**config.mk**
```make
export PLATFORM = sky130hd
export DESIGN_NAME = insight_sink_arbiter
export DESIGN_NICKNAME = d
export VERILOG_FILES = /design/src/rtl/insight_sink_arbiter.sv
export SDC_FILE = /design/constraint.sdc
export NUM_CORES = 1
export LEC_CHECK = 0
export BUFFER_PORTS_ARGS = -buffer_cell sky130_fd_sc_hd__buf_2
export CAP_MARGIN = 20
export CORE_MARGIN = 2
export CORE_UTILIZATION = 31
export DETAILED_ROUTE_END_ITERATION = 8
export GPL_TIMING_DRIVEN = 0
export PLACE_DENSITY = 0.55
export SYNTH_ARGS = -nofsm -noshare
export SYNTH_HDL_FRONTEND = slang
export SYNTH_SLANG_ARGS = --single-unit
```
**constraint.sdc**
```tcl
create_clock -name clock -period 3.65 [get_ports clock]
set_input_delay 0.5475 -clock clock [delete_from_list [all_inputs] [get_ports clock]]
set_output_delay 0.5475 -clock clock [all_outputs]
set_load 0.1 [all_outputs]
```
**src/rtl/insight_sink_arbiter.sv**
```systemverilog
// Round-robin arbiter sharing one Insight sink channel among NREQ sources via a one-entry
// registered output stage. Optional stall watchdog enabled by INSIGHT_ARB_STALL_WDOG_EN.
module insight_sink_arbiter #(
    parameter int unsigned NREQ        = 4,
    parameter int unsigned STALL_LIMIT = 255
) (
    input  logic                    clock,
    input  logic                    reset_n,
    input  logic [NREQ-1:0]         req_valid,
    input  logic [NREQ-1:0]         req_sink,
    output logic [NREQ-1:0]         req_ready,
    output logic                    out_valid,
    output logic                    out_sink,
    input  logic                    out_ready,
    output logic [$clog2(NREQ)-1:0] out_src,
    output logic                    stall,
    input  logic                    stall_clr
);

    localparam int unsigned SW = $clog2(NREQ);

    logic [SW-1:0] rr_ptr;
    logic [SW-1:0] grant_idx;
    logic [SW-1:0] ptr_next;
    logic          grant_found;
    logic          load;

    // The output stage can take a new beat when empty or when its beat leaves this cycle.
    assign load = !out_valid || out_ready;

    always_comb begin
        int unsigned idx;
        grant_found = 1'b0;
        grant_idx   = '0;
        idx         = 0;
        for (int unsigned k = 0; k < NREQ; k++) begin
            idx = 32'(rr_ptr) + k;
            if (idx >= NREQ) begin
                idx = idx - NREQ;
            end
            if (!grant_found && req_valid[SW'(idx)]) begin
                grant_found = 1'b1;
                grant_idx   = SW'(idx);
            end
        end
    end

    always_comb begin
        ptr_next = grant_idx + SW'(1);
        if (grant_idx == SW'(NREQ - 1)) begin
            ptr_next = '0;
        end
    end

    always_comb begin
        req_ready = '0;
        if (load && grant_found) begin
            req_ready[grant_idx] = 1'b1;
        end
    end

    always_ff @(posedge clock or negedge reset_n) begin
        if (!reset_n) begin
            out_valid <= 1'b0;
            out_sink  <= 1'b0;
            out_src   <= '0;
            rr_ptr    <= '0;
        end else if (load) begin
            if (grant_found) begin
                out_valid <= 1'b1;
                out_sink  <= req_sink[grant_idx];
                out_src   <= grant_idx;
                rr_ptr    <= ptr_next;
            end else begin
                // Payload holds its last value when the stage drains.
                out_valid <= 1'b0;
            end
        end
    end

`ifdef INSIGHT_ARB_STALL_WDOG_EN
    logic [15:0] wdog_cnt;
    logic        stall_q;

    always_ff @(posedge clock or negedge reset_n) begin
        if (!reset_n) begin
            wdog_cnt <= '0;
            stall_q  <= 1'b0;
        end else if (stall_clr) begin
            wdog_cnt <= '0;
            stall_q  <= 1'b0;
        end else begin
            if (wdog_cnt >= 16'(STALL_LIMIT)) begin
                stall_q <= 1'b1;
            end
            if (out_valid && !out_ready) begin
                if (wdog_cnt != 16'hffff) begin
                    wdog_cnt <= wdog_cnt + 16'd1;
                end
            end else begin
                wdog_cnt <= '0;
            end
        end
    end

    assign stall = stall_q;
`else
    logic unused_stall_clr;
    assign unused_stall_clr = stall_clr;
    assign stall            = 1'b0;
`endif

endmodule

```
==> out/results.txt, run 1 <==
Critical Path, Cell by Cell -> buf_2 -> o41ai_2 -> inv_1 -> nand2_1 -> nor2_1 -> buf_2
antenna cells -> 0
Power Total -> 481 uW
routed via count -> 414
r2r startpoint -> rr_ptr[0]$_DFFE_PN0P_
# hold bufs at CTS -> 0
Seq cells post-synth -> 6
# fillers -> 126
Starting Density -> 33.0%
Routed WL -> 925 um
Final WS setup -> 0.831 ns
Post-Synthesis Cell Area -> 424 um2
root buf cell -> clkbuf_4
DRC viols -> 0
DP HPWL -> 747 um
Vias/cell -> 4.93
total internal power -> 195 uW
CP arrival -> 2.27 ns
commonest non-fill, non-tap cells in the layout -> buf_2 (18), nand2_1 (7), dfrtp_1 (6)
largest net degree at the start of global routing -> 11
R2R Path End -> out_sink$_DFFE_PN0P_
Gate power share -> 64.9%
initial antenna violation count -> 0
wire length on met1 -> 450 um
Net count, final -> 83
CTS buffer count -> 3
Buffers on Ports -> 18
synth unique cells -> 29
switching share of power -> 59.4%
worst skew pair latency -> 0.24 ns
Met3 Routed Length -> 33 um
CTS H-tree lvls -> 1
cell mode on critical path -> buf_2
Setup Crit Path Kind -> in -> out
Startpoint Class -> input port
CTS tree -> done
Hold WC Path Type -> in -> async
die height -> 41.0 um
Reg power frac -> 23.1%
Die W -> 41.0 um
fin crit period -> 2.82 ns
grt total ovfl -> 0
GRT Util Overall -> 13.0%
Avg WL per Cell -> 11.0 um
fin. max-slew vios -> 0
clock transition at the registers of the reported paths -> 0.04 ns
Net Sw Power -> 286 uW
WP data required -> 3.10 ns
Layout area overhead -> 33.3%
post-route ant nets -> 0
Pwr per Cell Area -> 850 nW/um2
worst-path fanout max -> 10
Syn Nets -> 60
Post-CTS Setup Bufs -> 0
clock sink count -> 6
syn_area_per_cell -> 8.84 um2
# resized after CTS -> 0
num rows -> 13
CP max stage delay -> 0.86 ns
die area -> 1680 um2
outcome -> completed
number of global-route vias before repair -> 361
Seq/Total Area, Yosys -> 35.4%
Worst Setup End Kind -> primary output
Hold Vio Cnt, Final -> 0
final worst path period share -> 77.2%
R2R Setup Slk -> 1.96 ns
Fin Clk Skew -> 0.00268 ns
clock share of power -> 12.0%
Placer Congestion -> 0.625
Critical Path Slowest Stage Cell -> o41ai_2
setup violators final -> 0
Ports -> 21
setup_tns -> 0 ns
Ys Warns -> 0
reg2reg path depth -> 5
post-placement cell count -> 81
clk buf depth -> 2
Cells after Synth -> 48
max cap viols -> 0
core area -> 1280 um2
pre-CTS setup slack -> 0.793 ns
DR WL met2 -> 435 um
Non-Filler Instances -> 84
Worst-Margin Slew -> 0.922 ns
Max VDD drop -> 0.426 mV
Lkg Pwr -> 0.283 nW
first-pass GRT wire length -> 1.41 mm
initial DRC count -> 3
iteration count of the initial detailed-routing pass -> 2
commonest non-fill, non-tap cell in the layout -> buf_2
DR top layer -> met4
maximum clock rate -> 355 MHz
Slew headroom -> 37.8%
RSZ-0062 raised after global routing -> no
layout cells sized above 1 -> 40.6%
==> layout make-up <==
type	count	area [um2]	share of cell area, %
clock buffer	3	22.5	3.98
multi-input combinational	40	273	48.2
tap	15	18.8	3.32
inverter	1	3.75	0.664
buffer	1	7.51	1.33
timing repair buffer	18	90.1	15.9
sequential	6	150	26.5
==> power groups by stage <==
| stage | combinational [mW] | clock [mW] | sequential [mW] |
|---|---|---|---|
| global route | 0.331 | 0.0661 | 0.116 |
| detailed placement | 0.313 | 0 | 0.112 |
| floorplan | 0.174 | 0 | 0.201 |
| global placement | 0.313 | 0 | 0.111 |
| finish | 0.312 | 0.0579 | 0.111 |
| CTS | 0.314 | 0.0627 | 0.111 |
==> synthesized netlist by cell type (all sizes together) <==
master / number / area, um2
o22ai: 1 / 6.26
nand3: 1 / 5.00
buf: 1 / 7.51
nor3: 1 / 5.00
nand2b: 2 / 12.5
xor2: 1 / 8.76
a21oi: 1 / 5.00
nor2b: 1 / 6.26
o211ai: 1 / 7.51
nor2: 4 / 15.0
nand2: 8 / 37.5
conb: 1 / 3.75
a21boi: 2 / 15.0
o311ai: 1 / 8.76
o21ai: 2 / 10.0
o41ai: 1 / 16.3
nand4b: 1 / 8.76
or2b: 3 / 23.8
mux2i: 1 / 10.0
inv: 1 / 3.75
or4b: 1 / 13.8
a221oi: 1 / 8.76
dfrtp: 6 / 150
a21o: 1 / 7.51
and3: 2 / 12.5
nor3b: 1 / 7.51
o21a: 1 / 7.51
==> logic make-up after synthesis <==
| kind of cell | after synthesis | share of synthesized area (%) |
|---|---|---|
| AO/OA/AOI/OAI | 12 | 21.8 |
| multiplexers | 1 | 2.36 |
| buffers and inverters | 2 | 2.65 |
| other | 1 | 0.884 |
| flip-flops | 6 | 35.4 |
| AND/OR/NAND/NOR | 25 | 34.8 |
| XOR/XNOR | 1 | 2.07 |
==> per-stage QoR <==
step | hold WS [ns] | utilization [%] | instance area (um2)
6_report | 0.124 | 44.0 | 566
3_5_place_dp | 0.379 | 42.3 | 543
2_1_floorplan | 0.252 | - | 434
3_3_place_gp | 0.377 | 42.3 | 543
4_1_cts | 0.118 | 44.0 | 566
5_1_grt | 0.123 | 44.0 | 566
==> per-layer routing <==
layer | GRT usage [%] | up-vias
li1 | - | 216
met1 | 17.3 | 187
met2 | 18.8 | 9
met3 | 3.26 | 2
met4 | 7.50 | 0
met5 | 0 | -
==> critical path: cells and delay by family <==
kind                   cells  cell delay (ns)
AOI/OAI and AO/OA          1             0.86
and+or+nand+nor            2             0.20
buffers and inverters      3             0.65
==> registers in the layout, summed over array words and instances (netlist names) <==
name,flops
out_valid,1
rr_ptr,2
out_sink,1
out_src,2
==> worst max-delay path by stage <==
stage,slack [ns],cells after the start,startpoint,to
floorplan,0.47,5,out_valid$_DFFE_PN0P_,req_ready[3]
global placement,0.80,6,req_valid[2],req_ready[3]
detailed placement,0.79,5,req_valid[2],req_ready[1]
CTS,0.79,5,req_valid[2],req_ready[1]
global route,0.70,6,req_valid[2],req_ready[3]
finish,0.83,6,req_valid[2],req_ready[3]
Note: power is estimated with default switching activity, not from simulation.
==> run 2: changes to the inputs <==
- PLACE_DENSITY: 0.55 -> 0.57
- clock period: 3.65 -> 2.3 ns (I/O delays scaled with it)
==> out/results.txt, run 2 (same netlist as run 1, synthesis figures left out) <==
outcome -> completed
Layout area overhead -> 54.6%
first-pass GRT wire length -> 1.54 mm
layout cells sized above 1 -> 48.6%
grt total ovfl -> 0
clk buf depth -> 2
Avg WL per Cell -> 11.3 um
die area -> 1680 um2
CTS tree -> done
largest net degree at the start of global routing -> 9
Placed Area -> 573 um2
number of global-route vias before repair -> 375
hold_ws -> 0.397 ns
worst skew pair latency -> 0.25 ns
WP data required -> 1.96 ns
RSZ-0062 raised after global routing -> no
Ports -> 21
num rows -> 13
fin crit period -> 2.15 ns
GRT Util Overall -> 15.1%
CTS buffer count -> 3
Fin Clk Skew -> 0.00113 ns
CTS H-tree lvls -> 1
initial antenna violation count -> 0
Worst Setup End Kind -> primary output
biggest regs -> out_src: 2 flops, rr_ptr: 2 flops
Die W -> 41.0 um
clock transition at the registers of the reported paths -> 0.05 ns
Hold Vio Cnt, Final -> 0
setup violators final -> 0
Buffers on Ports -> 18
final worst path period share -> 93.6%
core area -> 1280 um2
Post-CTS Setup Bufs -> 0
antenna cells -> 0
cell area after layout -> 656 um2
maximum clock rate -> 464 MHz
Starting Density -> 33.0%
DP HPWL -> 783 um
Setup Crit Path Kind -> reg -> out
Pwr per Cell Area -> 1290 nW/um2
root buf cell -> clkbuf_4
commonest non-fill, non-tap cell in the layout -> buf_2
Routed WL -> 987 um
Placer Congestion -> 0.796
post-route ant nets -> 0
routed via count -> 428
Startpoint Class -> flip-flop
Vias/cell -> 4.92
DRC viols -> 0
worst-path fanout max -> 6
iteration count of the initial detailed-routing pass -> 2
initial DRC count -> 3
CP arrival -> 1.81 ns
die height -> 41.0 um
Power Total -> 848 uW
Lkg Pwr -> 0.308 nW
Max VDD drop -> 0.597 mV
fin. max-slew vios -> 0
Hold WC Path Type -> in -> reg
Final Core Density -> 51.0%
max cap viols -> 0
clock sink count -> 6
commonest non-fill, non-tap cells in the layout -> buf_2 (14), nand2_1 (7), buf_4 (5)
Net count, final -> 85
# fillers -> 120
-- run 2: timing repair --
action / CTS / global route
cloned: 0 / 0
pin swaps: 1 / 0
hold buffers: 1 / 0
endpoints found under the hold margin: 6 / 0
endpoints found under the setup margin: 4 / 4
gates resized for setup: 6 / 5
-- run 2: path summary, 6_finish.rpt --
| path | startpoint | to | slack, ns | cells after the start |
|---|---|---|---|---|
| max | rr_ptr[0]$_DFFE_PN0P_ | req_ready[3] | 0.15 | 6 |
| min | req_valid[2] | out_valid$_DFFE_PN0P_ | 0.40 | 3 |
| max reg2reg | rr_ptr[0]$_DFFE_PN0P_ | out_sink$_DFFE_PN0P_ | 0.65 | 5 |
| min reg2reg | out_sink$_DFFE_PN0P_ | out_sink$_DFFE_PN0P_ | 0.48 | 2 |
| max in group asynchronous | reset_n | out_valid$_DFFE_PN0P_ | 1.70 | 2 |
| min in group asynchronous | reset_n | out_src[1]$_DFFE_PN0P_ | 0.44 | 2 |
-- run 2: routing by layer --
metal / share of wire (%) / wire length, um / vias up / GRT usage, %
met1: 44 / 430 / 194 / 15.5
met3: 9.6 / 95 / 0 / 9.78
met5: 0 / 0 / - / 0
met4: 0 / 0 / 0 / 5.00
met2: 47 / 460 / 17 / 24.6
li1: - / - / 217 / -
-- run 2: final cells by class --
| cell class | count | area (um2) | share of cell area (%) |
|---|---|---|---|
| tap | 15 | 18.8 | 2.86 |
| clock buffer | 4 | 26.3 | 4.01 |
| timing repair buffer | 20 | 121 | 18.5 |
| sequential | 6 | 153 | 23.3 |
| inverter | 1 | 3.75 | 0.573 |
| buffer | 1 | 7.51 | 1.15 |
| multi-input combinational | 40 | 325 | 49.6 |
-- run 2: report_power, final --
| part | switching [mW] | internal [mW] |
|---|---|---|
| logic | 0.410 | 0.146 |
| registers | 0.0421 | 0.143 |
| clock network | 0.0421 | 0.0660 |
-- run 2: critical path, cell delays in order, from the launching register on --
cell and delay (ns):
dfrtp_1 0.43, nand2b_1 0.16, nand2_1 0.06, a221oi_2 0.31, nand2_1 0.19, nor2_4 0.11
buf_4 0.29
-- run 2: through the flow --
step                worst slack, ns  instances  setup TNS [ns]
finish                        0.146         87               0
global route                 0.0289         87               0
CTS                         0.00644         87               0
detailed placement           -0.191         82          -0.462
global placement             -0.441         81           -1.06
floorplan                    -0.156         48          -0.156
